File: config.mk
export PLATFORM = sky130hd
export DESIGN_NAME = regfile16x16_flat
export DESIGN_NICKNAME = d
export VERILOG_FILES = /design/src/rtl/regfile16x16_if.sv /design/src/rtl/regfile16x16.sv /design/src/flat_wrapper.sv
export SDC_FILE = /design/constraint.sdc
export NUM_CORES = 1
export LEC_CHECK = 0
export BUFFER_PORTS_ARGS = -buffer_cell sky130_fd_sc_hd__buf_2
export CORE_UTILIZATION = 50
export CTS_BUF_LIST = sky130_fd_sc_hd__clkbuf_4
export DETAILED_ROUTE_END_ITERATION = 12
export PLACE_DENSITY = 0.67
export SYNTH_ARGS = -nofsm -noshare
export SYNTH_HDL_FRONTEND = slang
export SYNTH_SLANG_ARGS = --single-unit
File: constraint.sdc
create_clock -name clk -period 4.09 [get_ports clk]
set_clock_uncertainty 0.2 [all_clocks]
set_input_delay 0.818 -clock clk [delete_from_list [all_inputs] [get_ports clk]]
set_output_delay 0.818 -clock clk [all_outputs]
set_load 0.01 [all_outputs]
File: src/rtl/regfile16x16_if.sv
// Write/read bus between the write-select demux side and the 16x16 register file.
interface regfile16x16_if;
  logic        we;
  logic [15:0] wsel;
  logic [15:0] wdata;
  logic [3:0]  raddr_a;
  logic [3:0]  raddr_b;
  logic        err_clr;
  logic [15:0] rdata_a;
  logic [15:0] rdata_b;
  logic        wsel_err;

  modport master (
    output we, wsel, wdata, raddr_a, raddr_b, err_clr,
    input  rdata_a, rdata_b, wsel_err
  );

  modport slave (
    input  we, wsel, wdata, raddr_a, raddr_b, err_clr,
    output rdata_a, rdata_b, wsel_err
  );
endinterface

File: src/rtl/regfile16x16.sv
// 16x16 register file: one-hot write strobe, R0 hardwired zero, two registered
// read ports with write-first bypass, sticky flag for non-one-hot write selects.
module regfile16x16 (
  input  logic           clk,
  input  logic           rst_n,
  regfile16x16_if.slave  rf
);
  logic [15:0] mem_q [16];
  logic [15:0] rdata_a_q, rdata_a_d;
  logic [15:0] rdata_b_q, rdata_b_d;
  logic        wsel_err_q, wsel_err_d;
  logic        onehot, wr_ok, wr_bad;
  logic        byp_a, byp_b;

  always_comb begin
    onehot = (rf.wsel != 16'h0000) && ((rf.wsel & (rf.wsel - 16'd1)) == 16'h0000);
    wr_ok  = rf.we && onehot;
    wr_bad = rf.we && !onehot;
    // Bypass only for a legal write that actually lands; R0 never bypasses.
    byp_a  = wr_ok && rf.wsel[rf.raddr_a] && (rf.raddr_a != 4'd0);
    byp_b  = wr_ok && rf.wsel[rf.raddr_b] && (rf.raddr_b != 4'd0);
    rdata_a_d = 16'h0000;
    rdata_b_d = 16'h0000;
    if (byp_a)                  rdata_a_d = rf.wdata;
    else if (rf.raddr_a != 4'd0) rdata_a_d = mem_q[rf.raddr_a];
    if (byp_b)                  rdata_b_d = rf.wdata;
    else if (rf.raddr_b != 4'd0) rdata_b_d = mem_q[rf.raddr_b];
    // A new error beats a clear on the same edge.
    wsel_err_d = wsel_err_q;
    if (wr_bad)          wsel_err_d = 1'b1;
    else if (rf.err_clr) wsel_err_d = 1'b0;
  end

  always_ff @(posedge clk or negedge rst_n) begin
    if (!rst_n) begin
      for (int i = 0; i < 16; i++) mem_q[i] <= 16'h0000;
      rdata_a_q  <= 16'h0000;
      rdata_b_q  <= 16'h0000;
      wsel_err_q <= 1'b0;
    end else begin
      if (wr_ok) begin
        for (int i = 1; i < 16; i++)
          if (rf.wsel[i]) mem_q[i] <= rf.wdata;
      end
      rdata_a_q  <= rdata_a_d;
      rdata_b_q  <= rdata_b_d;
      wsel_err_q <= wsel_err_d;
    end
  end

  assign rf.rdata_a  = rdata_a_q;
  assign rf.rdata_b  = rdata_b_q;
  assign rf.wsel_err = wsel_err_q;
endmodule

File: src/flat_wrapper.sv
// flat-port wrapper written by rule: the top's interface ports become plain ports
module regfile16x16_flat 
  (clk, rst_n, rf_we, rf_wsel, rf_wdata, rf_raddr_a, rf_raddr_b, rf_err_clr, rf_rdata_a, rf_rdata_b, rf_wsel_err);
  regfile16x16_if rf_i ();
  input  logic clk;
  input  logic rst_n;
  input wire logic [$bits(rf_i.we)-1:0] rf_we;
  input wire logic [$bits(rf_i.wsel)-1:0] rf_wsel;
  input wire logic [$bits(rf_i.wdata)-1:0] rf_wdata;
  input wire logic [$bits(rf_i.raddr_a)-1:0] rf_raddr_a;
  input wire logic [$bits(rf_i.raddr_b)-1:0] rf_raddr_b;
  input wire logic [$bits(rf_i.err_clr)-1:0] rf_err_clr;
  output wire logic [$bits(rf_i.rdata_a)-1:0] rf_rdata_a;
  output wire logic [$bits(rf_i.rdata_b)-1:0] rf_rdata_b;
  output wire logic [$bits(rf_i.wsel_err)-1:0] rf_wsel_err;
  assign rf_i.we = rf_we;
  assign rf_i.wsel = rf_wsel;
  assign rf_i.wdata = rf_wdata;
  assign rf_i.raddr_a = rf_raddr_a;
  assign rf_i.raddr_b = rf_raddr_b;
  assign rf_i.err_clr = rf_err_clr;
  assign rf_rdata_a = rf_i.rdata_a;
  assign rf_rdata_b = rf_i.rdata_b;
  assign rf_wsel_err = rf_i.wsel_err;
  regfile16x16 u_core (.clk(clk), .rst_n(rst_n), .rf(rf_i));
endmodule
==> flow_metrics.tcl <==
set metrics [dict create \
    rsz0062_at_grt "no" \
    synthCells 1025 \
    core_um2 29090 \
    cellLeakagePower_nw 8.111 \
    drt_iter0_drc 705 \
    hold_viol 0 \
    yosys.area.top_type_share_pct 45.69 \
    path_clk_slew_ps 50 \
    yosysSeqAreaShare_pct 45.69 \
    min_period_ps 3502 \
    synth.area.top_cells "dfrtp_1 46%, mux2_2 22%, mux4_2 15%, mux2i_1 1.6%, mux2_1 1.3%" \
    post_drt_wl_per_cell_um 24.59 \
    yosysMostFrequentCell "mux2_2" \
    firstDrtPassIters 5 \
    cpLargestDelayFamily "simple AND/OR/NAND/NOR gates" \
    hold_class "in2reg" \
    port_buffers 76 \
    place_inst 1456 \
    final_max_slew_viol_count 0 \
    synthDistinctLibCells 44 \
    hpwlAfterDp_um 24800 \
    clock_sinks 273 \
    cts_buffers 76 \
    cts_tree "done" \
    die_h_um 174.9 \
    synthesis.area_um2 14950 \
    finalSetupViolCount 0 \
    max_stage_delay_ps 600 \
    crit_required_ps 4430 \
    dieWidth_um 174.9 \
    clockRootBuffer "clkbuf_4" \
    ys.flop_type "dfrtp_1" \
    fill_cells 2346 \
    critPathSlowestCell "or4_1" \
    grt_pass1_wl_um 61270 \
    clock_latency_ps 710 \
    seqCellArea_um2 6832 \
    cts.path.max_buffers 3 \
    async_flop_share_pct 100.0 \
    dieArea_um2 30600 \
    grt_usage_pct 26.64 \
    grt_max_degree 96 \
    status "completed" \
    synth_nets 1069 \
    cap_violations 0 \
    drive_above_1_share_pct 57.37 \
    routed_wl_um 39220 \
    worst-path-buf-inv 3 \
    tightest_slew_ps 877.5 \
    p_per_area_nw_per_um2 335.5 \
    synth_edf_count 0 \
    crit_type "in2reg" \
    multi_input_area_um2 7612 \
    layout_setup_ws_ps 587.8 \
    slew_headroom_pct 41.50 \
    pre_cts_ws_ps -65.77 \
    grt_pass1_vias 10350 \
    nets 1195 \
    synth_seq_cells 273 \
    antenna_found_initial 3 \
    top_level_ports 77 \
    crit_path_end_kind "flop" \
    path_cells "buf_2 > or4_1 > or2_4 > o31a_1 > or4b_1 > buf_4 > nor4_4 > buf_4 > mux2_2" \
    instances_no_fill 1595 \
    std_cell_rows 62 \
    cpMostUsedCell "buf_4" \
    gp_congestion 0.8134 \
    post-route-period-util_pct 85.63 \
    postSynthAreaPerCell_um2 14.59 \
    drc 0 \
    synth_common_cells "292 x mux2_2, 273 x dfrtp_1, 102 x mux4_2" \
    yosysTopAreaCell "dfrtp_1" \
    via_count 9748 \
    h-tree-depth 3 \
    syn_to_final_growth_pct 13.99 \
    fmax_mhz 285.5 \
    crit_path_start_kind "input pin" \
    yosysWarnings 16 \
    initial_core_util_pct 51.40 \
    worstPathArrival_ps 3840 \
    viasPerCell 6.112 \
    ant_nets 0 \
    cp_max_fo 10 \
    cts_resized 0 \
    grt-ovfl-total 0 \
    peakVddDrop_mv 0.1543 \
]
[per-layer routing]
metal / routed length, um / GRT usage (%)
met5: 0 / 0
met4: 1234 / 10.58
met3: 1786 / 4.134
met2: 19710 / 43.96
met1: 16480 / 35.39
[layout by cell type (no fill, tap or decap), types with 4 or more instances in the layout]
master / count
buf_12: 15
clkbuf_4: 114
nor4_4: 8
buf_2: 73
a211oi_1: 18
nand2_1: 28
o31ai_1: 13
mux2_4: 10
buf_4: 57
nor3_1: 5
a22oi_1: 17
a21oi_1: 24
a221oi_1: 16
nor2b_1: 15
nor3_4: 8
inv_1: 4
clkinv_2: 4
mux2_2: 292
nor2_1: 25
mux4_2: 102
dfrtp_1: 273
clkinv_1: 11
mux2i_1: 24
mux2_1: 17
[cell families (layout without fill, tap and decap cells)]
group / after synthesis / count (layout) / synth area share, %
buffers and inverters: 103 / 286 / 3.423
muxes: 445 / 445 / 41.25
DFF: 273 / 273 / 45.69
other: 0 / 3 / 0
AOI/OAI and AO/OA: 100 / 100 / 4.778
and+or+nand+nor: 103 / 103 / 4.795
adders and majority gates: 1 / 1 / 0.06695
[power by group]
part           internal (mW)  total (mW)  switching (mW)
sequential              2.72        2.73         0.00934
combinational          0.166       0.470           0.304
clock                   1.34        2.52            1.18
total                   4.23        5.72            1.49
[worst register-to-register path, stage by stage, from the launching register on]
cell and delay [ps]:
dfrtp_1 390, mux4_2 460, mux2_2 280, nand2_1 70
o31ai_1 90, mux2_4 320
[timing repair]
action | CTS | global route
buffers inserted | 0 | 0
hold endpoints to repair | 62 | 0
hold buffers | 1 | 0
endpoints found under the setup margin | 0 | 0
[final timing paths]
kind | startpoint | end | slack (ps) | depth (start not counted)
max in group asynchronous | rst_n | u_core.mem_q[15]$_DFFE_PN0P_ | 2250 | 3
min reg2reg | u_core.mem_q[30]$_DFFE_PN0P_ | u_core.mem_q[30]$_DFFE_PN0P_ | 310 | 1
max reg2reg | u_core.mem_q[14]$_DFFE_PN0P_ | u_core.rf.rdata_b[14]$_DFF_PN0_ | 2090 | 5
max | rf_wsel[0] | u_core.rf.rdata_b[2]$_DFF_PN0_ | 590 | 9
min | rf_err_clr | u_core.rf.wsel_err$_DFFE_PN0P_ | 120 | 2
min in group asynchronous | rst_n | u_core.mem_q[193]$_DFFE_PN0P_ | 510 | 2
[registers in the layout, summed over array words and instances (netlist names)]
signal / flops
u_core.rf.rdata_a: 16
u_core.rf.wsel_err: 1
u_core.mem_q: 240
u_core.rf.rdata_b: 16
[through the flow]
stage / area (um2) / hold WS [ps] / power [mW] / util (%) / setup TNS (ps)
finish: 17040 / 115.9 / 5.718 / 58.59 / 0
CTS: 17040 / 51.26 / 5.800 / 58.56 / 0
floorplan: 14950 / 269.7 / 3.034 / - / 0
global route: 17040 / 103.1 / 5.965 / 58.57 / 0
detailed placement: 16050 / 292.6 / 3.256 / 55.17 / -827.8
global placement: 16050 / 280.7 / 3.253 / 55.17 / -72.18
[layout make-up]
cell class                      instances  area share [%]
Clock buffer                          114           5.021
Multi-Input combinational cell        649           44.66
Tap cell                              384           2.819
Timing Repair Buffer                  147           6.563
Sequential cell                       273           40.08
Clock inverter                         21          0.7194
Antenna cell                            3         0.04405
Inverter                                4         0.08809
Power figures use the tool's default switching activity.
